[config.mk]
export PLATFORM = sky130hd
export DESIGN_NAME = gsram_scan_reader
export DESIGN_NICKNAME = d
export VERILOG_FILES = /design/src/rtl/gsram_pkg.sv /design/src/rtl/gsram_scan_fifo.sv /design/src/rtl/gsram_scan_reader.sv
export SDC_FILE = /design/constraint.sdc
export NUM_CORES = 1
export LEC_CHECK = 0
export CAP_MARGIN = 15
export CORE_ASPECT_RATIO = 1.75
export CORE_UTILIZATION = 48
export CTS_CLUSTER_SIZE = 24
export DETAILED_ROUTE_END_ITERATION = 10
export GPL_TIMING_DRIVEN = 0
export PLACE_DENSITY = 0.72
export SYNTH_ARGS = -nofsm -noshare
export SYNTH_HDL_FRONTEND = slang
export SYNTH_HIERARCHICAL = 1
export SYNTH_SLANG_ARGS = --single-unit
[constraint.sdc]
create_clock -name clk -period 3.1 [get_ports clk]
set_input_delay 0.62 -clock clk [delete_from_list [all_inputs] [get_ports clk]]
set_output_delay 0.62 -clock clk [all_outputs]
set_load 0.02 [all_outputs]
[src/rtl/gsram_pkg.sv]
// Shared types for the gSRAM scan reader: default geometry, index/element types and FSM states.
package gsram_pkg;

  localparam int DEF_ROWS = 10;
  localparam int DEF_COLS = 10;
  localparam int DEF_DW   = 16;

  typedef logic [3:0] idx_t;

  typedef struct packed {
    logic [DEF_DW-1:0] data;
    idx_t              row;
    idx_t              col;
    logic              last;
  } scan_elem_t;

  typedef enum logic [1:0] {
    IDLE,
    SCAN,
    DRAIN,
    DONE
  } scan_state_t;

endpackage

[src/rtl/gsram_scan_fifo.sv]
// Two-entry FIFO of tagged scan elements; head is read straight from storage so it
// stays stable while the consumer stalls.
module gsram_scan_fifo
  import gsram_pkg::*;
(
  input  logic       clk,
  input  logic       rst,
  input  logic       push,
  input  scan_elem_t push_elem,
  input  logic       pop,
  output scan_elem_t head,
  output logic       full,
  output logic       empty
);

  scan_elem_t mem [2];
  logic       wr_ptr;
  logic       rd_ptr;
  logic [1:0] count;
  logic       do_push;
  logic       do_pop;

  assign empty   = (count == 2'd0);
  assign full    = (count == 2'd2);
  assign do_pop  = pop && !empty;
  // A push into a full FIFO is fine when the head leaves in the same cycle.
  assign do_push = push && (!full || do_pop);
  assign head    = mem[rd_ptr];

  always_ff @(posedge clk) begin
    if (rst) begin
      mem[0] <= '0;
      mem[1] <= '0;
      wr_ptr <= 1'b0;
      rd_ptr <= 1'b0;
      count  <= 2'd0;
    end else begin
      if (do_push) begin
        mem[wr_ptr] <= push_elem;
        wr_ptr      <= ~wr_ptr;
      end
      if (do_pop) begin
        rd_ptr <= ~rd_ptr;
      end
      case ({do_push, do_pop})
        2'b10:   count <= count + 2'd1;
        2'b01:   count <= count - 2'd1;
        default: count <= count;
      endcase
    end
  end

endmodule

[src/rtl/gsram_scan_reader.sv]
// Read-side sequencer: scans every gSRAM element and streams it out over valid/ready.
// Define GSRAM_SCAN_TRANSPOSE_EN for a column-major scan order.
module gsram_scan_reader
  import gsram_pkg::*;
#(
  parameter int ROWS = DEF_ROWS,
  parameter int COLS = DEF_COLS,
  parameter int DW   = DEF_DW
) (
  input  logic          clk,
  input  logic          rst,
  input  logic          start,
  output logic          busy,
  output logic          done,
  output logic          sram_we,
  output logic [3:0]    sram_row,
  output logic [3:0]    sram_col,
  input  logic [DW-1:0] sram_rdata,
  output logic          out_valid,
  input  logic          out_ready,
  output logic [DW-1:0] out_data,
  output logic [3:0]    out_row,
  output logic [3:0]    out_col,
  output logic          out_last
);

  localparam idx_t ROW_MAX = idx_t'(ROWS - 1);
  localparam idx_t COL_MAX = idx_t'(COLS - 1);

  scan_state_t state;
  idx_t        nxt_row, nxt_col;
  idx_t        last_row, last_col;
  idx_t        infl_row, infl_col;
  logic        infl_v, infl_last;
  logic        at_end, issue, pop;
  logic        fifo_full, fifo_empty;
  logic [2:0]  load;
  scan_elem_t  head, push_elem;

  // Entries already buffered or on their way back, with the head counted as gone if it leaves now.
  assign load   = (fifo_full ? 3'd2 : (fifo_empty ? 3'd0 : 3'd1)) + {2'b00, infl_v};
  assign pop    = out_valid && out_ready;
  assign at_end = (nxt_row == ROW_MAX) && (nxt_col == COL_MAX);
  assign issue  = (state == SCAN) && (load < (3'd2 + {2'b00, pop}));

  assign sram_we  = 1'b0;
  assign sram_row = issue ? nxt_row : last_row;
  assign sram_col = issue ? nxt_col : last_col;

  assign push_elem = '{data: sram_rdata, row: infl_row, col: infl_col, last: infl_last};

  assign out_valid = !fifo_empty;
  assign out_data  = head.data;
  assign out_row   = head.row;
  assign out_col   = head.col;
  assign out_last  = head.last;

  gsram_scan_fifo u_fifo (
    .clk       (clk),
    .rst       (rst),
    .push      (infl_v),
    .push_elem (push_elem),
    .pop       (pop),
    .head      (head),
    .full      (fifo_full),
    .empty     (fifo_empty)
  );

  // FSM, address counters and the tag of the read whose data arrives next cycle.
  always_ff @(posedge clk) begin
    if (rst) begin
      state     <= IDLE;
      busy      <= 1'b0;
      done      <= 1'b0;
      nxt_row   <= '0;
      nxt_col   <= '0;
      last_row  <= '0;
      last_col  <= '0;
      infl_v    <= 1'b0;
      infl_row  <= '0;
      infl_col  <= '0;
      infl_last <= 1'b0;
    end else begin
      done   <= 1'b0;
      infl_v <= issue;
      if (issue) begin
        last_row  <= nxt_row;
        last_col  <= nxt_col;
        infl_row  <= nxt_row;
        infl_col  <= nxt_col;
        infl_last <= at_end;
        if (!at_end) begin
`ifdef GSRAM_SCAN_TRANSPOSE_EN
          if (nxt_row == ROW_MAX) begin
            nxt_row <= '0;
            nxt_col <= nxt_col + idx_t'(1);
          end else begin
            nxt_row <= nxt_row + idx_t'(1);
          end
`else
          if (nxt_col == COL_MAX) begin
            nxt_col <= '0;
            nxt_row <= nxt_row + idx_t'(1);
          end else begin
            nxt_col <= nxt_col + idx_t'(1);
          end
`endif
        end
      end
      case (state)
        IDLE: begin
          if (start) begin
            state   <= SCAN;
            busy    <= 1'b1;
            nxt_row <= '0;
            nxt_col <= '0;
          end
        end
        SCAN: begin
          if (issue && at_end) begin
            state <= DRAIN;
          end
        end
        DRAIN: begin
          if (pop && head.last) begin
            state <= DONE;
            busy  <= 1'b0;
            done  <= 1'b1;
          end
        end
        DONE: begin
          state <= IDLE;
        end
        default: begin
          state <= IDLE;
          busy  <= 1'b0;
        end
      endcase
    end
  end

endmodule
==> results by group <==
Status
  – Status: completed

Pwr
  – Max VDD drop: between 0.0004 and 0.0005 V
  – Pleak: 0.00185 µW
  – Pwr per Cell Area: approximately 630 nW/µm²

Min path
  – WHS Endpoint: infl_row[0]
  – Hold Crit Start: infl_row[0]
  – Depth of the worst hold-timing path: 2
  – Hold Path Class: flop to flop

Timing
  – Slew @ Worst Pin: between 700 and 800 ps
  – Max_slew headroom: 0.510
  – RSZ-0062 raised after global routing: false
  – Pins Over Slew Limit: 0
  – Final hold violations: 0
  – Hold WS: 464 ps
  – Final WS setup: roughly 160 ps
  – Final setup vio count: 0
  – Final Cycle Share: 0.948
  – Setup TNS: 0 ps
  – Highest clock rate: about 340 MHz
  – Tmin final: between 2000 and 3000 ps
  – Max Clock Skew: 4.58 ps

Floorplan
  – Die X: roughly 70 µm
  – Core Box Area: around 7600 µm²
  – Die footprint: roughly 8300 µm²
  – Starting Density: 0.502
  – Ports: between 50 and 60
  – # rows: between 40 and 50
  – Chip Height: roughly 120 µm

Logic synthesis
  – Yosys reg bits: 85
  – Sequential share of the synthesized area: 0.575
  – Main flop type after synthesis: edfxtp_1
  – Synth area leader: edfxtp_1
  – Ys async rst share: 0
  – Cells after Synth: between 300 and 400
  – EDFF count, synth: 50
  – Avg Cell Area, Syn: 12.3 µm²
  – Cell variety after synth: 47
  – Top cells by area, synth: edfxtp_1, dfxtp_1, mux2_2
  – Mapped cell area: approximately 3800 µm²
  – Post-synth net total: 340
  – Ys Warns: 6
  – Synth top area share: 0.392

Placement
  – PortBufs: 55
  – DP Wirelength: between 4000 and 5000 µm
  – Placed instance area: 4520 µm²
  – Post-Place Worst Slack: -326 ps
  – Placer Congestion: between 0.8 and 0.9

Final layout
  – Diodes inserted: 0
  – Nets: 412
  – Area Overhead vs Synth: 26.3%
  – Share of cells above drive strength 1: 0.213
  – Fill cells: 617
  – Fin area: 4840 µm²
  – Most frequent cells in the layout: and2_1, edfxtp_1, clkdlybuf4s50_1

Clock tree
  – # hold bufs at CTS: 0
  – CTS tree: done
  – CTS HTree Levels: 3
  – Root Buffer: clkbuf_16
  – Clock Sinks: 85
  – CTS buffer count: 9
  – Reg clk slew, reported paths: around 60 ps
  – CTS Buffer Depth: 2
  – Clk_lat worst skew: ~330 ps

Worst setup path
  – CP arrival: around 2300 ps
  – Reg2reg path depth: 9
  – R2R Setup Slk: 770 ps
  – Worst R2R End: state[0]
  – Worst-path fanout max: 9
  – Setup CP Type: flop to output pin
  – Required time worst endpoint: approximately 2500 ps
  – Setup crit start kind: flop
  – Worst r2r src: u_fifo/count[0]
  – Worst Setup End Kind: output pin

Route
  – DR iter-0 viols: 86
  – Vias: 2462
  – Drt total wl: approximately 7000 µm
  – Drt drc: 0
  – DRT Pass-1 Iters: 4
  – ANT nets after route: 0
  – Drt via density: just over 5
  – Routed length per placed instance: ~14 µm

Job
  – Max-cap viol count: 0

GRT
  – Vias in the first global route: between 2000 and 3000
  – Largest net degree at the start of global routing: 26
  – Initial antenna violation count: 0
  – Grt ovf: 0
  – GRT Overall Usage: 0.179
  – First-pass GRT wire length: 11600 µm
==> worst max-delay path by stage <==
| stage | end | depth (start not counted) | startpoint |
|---|---|---|---|
| after floorplan | u_fifo/mem[0][0] | 4 | out_ready |
| after global placement | u_fifo/mem[0][13] | 5 | out_ready |
| after detailed placement | sram_row[0] | 8 | u_fifo/count[0] |
| after CTS | sram_row[0] | 9 | u_fifo/count[0] |
| after global routing | sram_col[0] | 10 | u_fifo/count[0] |
| final | sram_row[2] | 9 | u_fifo/count[0] |
==> routing by layer <==
| metal | wire length, µm | up-vias | track usage | share of wire |
|---|---|---|---|---|
| met5 | 0 | - | 0 | 0 |
| met4 | 133 | 0 | 0.0816 | 0.020 |
| met3 | 252 | 9 | 0.0428 | 0.037 |
| met2 | 3830 | 46 | 0.329 | 0.56 |
| met1 | 2580 | 1170 | 0.190 | 0.38 |
| li1 | - | 1237 | - | - |
==> area by class of cell <==
cell class / instances / area, µm² / area share
Buffer: 15 / 98.8 / 0.0204
Clock buffer: 12 / 256 / 0.0530
Clock inverter: 4 / 21.3 / 0.00440
Inverter: 9 / 33.8 / 0.00699
Multi-Input combinational cell: 203 / 1520 / 0.313
Sequential cell: 85 / 2210 / 0.456
Tap cell: 88 / 110 / 0.0228
Timing Repair Buffer: 61 / 593 / 0.123
==> power breakdown <==
part           internal, µW  total, µW  leakage [µW]  switching [µW]
Combinational           348        724      0.000909             376
Clock                   582        989      0.000138             407
Sequential             1310       1360      0.000804            50.5
Total                  2240       3070       0.00185             834
==> per-stage QoR <==
step	power [µW]	utilization	instances
CTS	3100	0.637	475
floorplan	1800	-	312
finish	3070	0.635	477
global route	3220	0.635	477
detailed placement	2060	0.593	456
global placement	2020	0.589	455
==> repair_timing <==
item | in CTS | in global routing
cloned | 0 | 0
setup buffers | 3 | 2
gates resized for setup | 23 | 11
pin swaps | 2 | 1
setup endpoints to repair | 8 | 8
==> critical path, cell delays in order (launching register included) <==
cell      delay, ps
dfxtp_4         400
and2b_1         210
nor2_1           90
ha_1            260
nor3b_4         210
buf_4           170
o21ai_4          70
buf_12          140
mux2_2          280
clkbuf_2        160
==> registers in the layout, summed over array words and instances (netlist names), 2 cells and up, named ones only <==
signal	count
u_fifo/mem	50
infl_col	4
infl_row	4
last_col	4
last_row	4
nxt_col	4
nxt_row	4
state	2
u_fifo/count	2
==> cells by family (layout without fill, tap and decap cells) <==
| logic type | count (synthesis) | count (layout) | synth area share |
|---|---|---|---|
| compound gates | 43 | 43 | 0.0729 |
| buf+inv | 24 | 101 | 0.0340 |
| flops | 85 | 85 | 0.575 |
| other cells | 1 | 1 | 0.000980 |
| xor+xnor | 3 | 3 | 0.00687 |
| fa+ha+maj | 8 | 8 | 0.0262 |
| mux | 34 | 34 | 0.0994 |
| simple gates | 114 | 114 | 0.184 |
==> synth_stat cells, drive strengths merged (2+ instances only) <==
cell and count:
and3b 2, nor2b 8, inv 9, edfxtp 50
o21a 2, xnor2 2, and4bb 2, and2 50
nand3 2, clkbuf 5, a21o 2, a211oi 2
nor2 11, mux2i 2, mux2 32, nor3b 3
o21ai 8, ha 8, o211ai 3, a21oi 18
nand2b 4, or3 4, buf 10, dfxtp 35
nand2 21, and2b 2
(Power assumes the default switching activity.)
==> RTL change: new RTL, same settings <==
The 4 states of `scan_state_t` get a one-hot encoding in 4 bits.
--- a/src/rtl/gsram_pkg.sv
+++ b/src/rtl/gsram_pkg.sv
@@ -14,11 +14,11 @@
     logic              last;
   } scan_elem_t;
 
-  typedef enum logic [1:0] {
-    IDLE,
-    SCAN,
-    DRAIN,
-    DONE
+  typedef enum logic [3:0] {
+    IDLE  = 4'b0001,
+    SCAN  = 4'b0010,
+    DRAIN = 4'b0100,
+    DONE  = 4'b1000
   } scan_state_t;
 
 endpackage
Function: same outputs for any inputs over 10 cycles, from zero or initial values and one cycle with rst high; not proved beyond that.
==> RTL change against the unedited design <==
The flow now finishes with violations (setup timing). Count of clock-buffer cells in the layout up 1. Sequential cell count up 2. Routed wire length increased by 12%. Sequential share of layout area fell by 0.70 points. Design area is 3.4% higher. Via count rose by 9.1%. Setup slack got worse by 0.22 ns. Hold slack gained 0.0020 ns. Synthesized area grew 2.5%. Critical endpoint is now sram_row[3]. Highest routed layer unchanged.
Power is not compared: it rests on default switching activity, and its combinational part moved more than twofold at a synthesized area within 25%.
==> RTL change: results (changes against the unedited design) <==
The run finished, with violations left. The final reports fail on setup timing. The wire length of the first global-routing pass is 12.4 mm (+7.8%), and the proportion of cell area occupied by multi-input gates is 0.315 (+0.00124).

The average wire length per cell after detail routing is 15.1 µm (+6.1%), and the number of setup violations in the final report is 6 (+6). The logs give 0.0109 ns (+0.00632 ns) for the maximum clock skew at final layout and 218 (+7.4%) for the number of multi-input combinational cells in the layout. The run gives 0.0463 (+0.00350) as the met3 capacity usage during global routing. Standard cell area after detailed placement: 0.00460 mm² (+1.9%). The post-route worst setup slack was -0.0634 ns (-0.224 ns).

The tools report the total wirelength of the detailed-routed design as 7.60 mm (+12%). The tools report the detailed router's first-iteration violation count as 125 (+45%). Arrival time of the worst setup path: 2.54 ns (+0.22 ns). The post-synthesis sequential area ratio is 0.572 (-0.00374). Ranked by instance count, the synthesized netlist is headed by 50 x sky130_fd_sc_hd__and2_1, 50 x sky130_fd_sc_hd__edfxtp_1, 37 x sky130_fd_sc_hd__dfxtp_1.

Depth of the worst register-to-register path: 10 (+1). The logs give 2.89 mm (+12%) for the sum of routed wire segments on met1 and 433 (+5.1%) for the number of nets in the final layout. The met1 usage is 0.194 (+0.00426), and the clock tree cell share of total cell area is 0.0593 (+0.00187). The final-layout fill cell count was 649 (+5.2%).

The layout buffer count excluding clock buffers works out to 86 (+13%). The tools report the post-synth net total as 357 (+5.0%). The number of clock sinks seen by CTS was 87 (+2.4%).
-- RTL change: cell families (layout without fill, tap and decap cells) --
| group | count (synthesis) | after routing | share of synthesized area |
|---|---|---|---|
| buffers and inverters | 27 | 108 | 0.0380 |
| flip-flops | 87 | 87 | 0.572 |
| multiplexers | 32 | 32 | 0.0915 |
| XOR/XNOR | 4 | 4 | 0.00893 |
| other | 1 | 1 | 0.000956 |
| adder cells (fa/ha/maj) | 5 | 5 | 0.0159 |
| AO/OA/AOI/OAI | 44 | 44 | 0.0711 |
| AND/OR/NAND/NOR | 132 | 132 | 0.202 |
-- RTL change: path summary, 6_finish.rpt --
check / from / endpoint / slack [ns]
min: infl_row[1] / infl_row[1] / 0.47
max reg2reg: u_fifo/count[0] / nxt_row[0] / 0.58
max: u_fifo/count[0] / sram_row[3] / -0.06
min reg2reg: infl_row[1] / infl_row[1] / 0.47
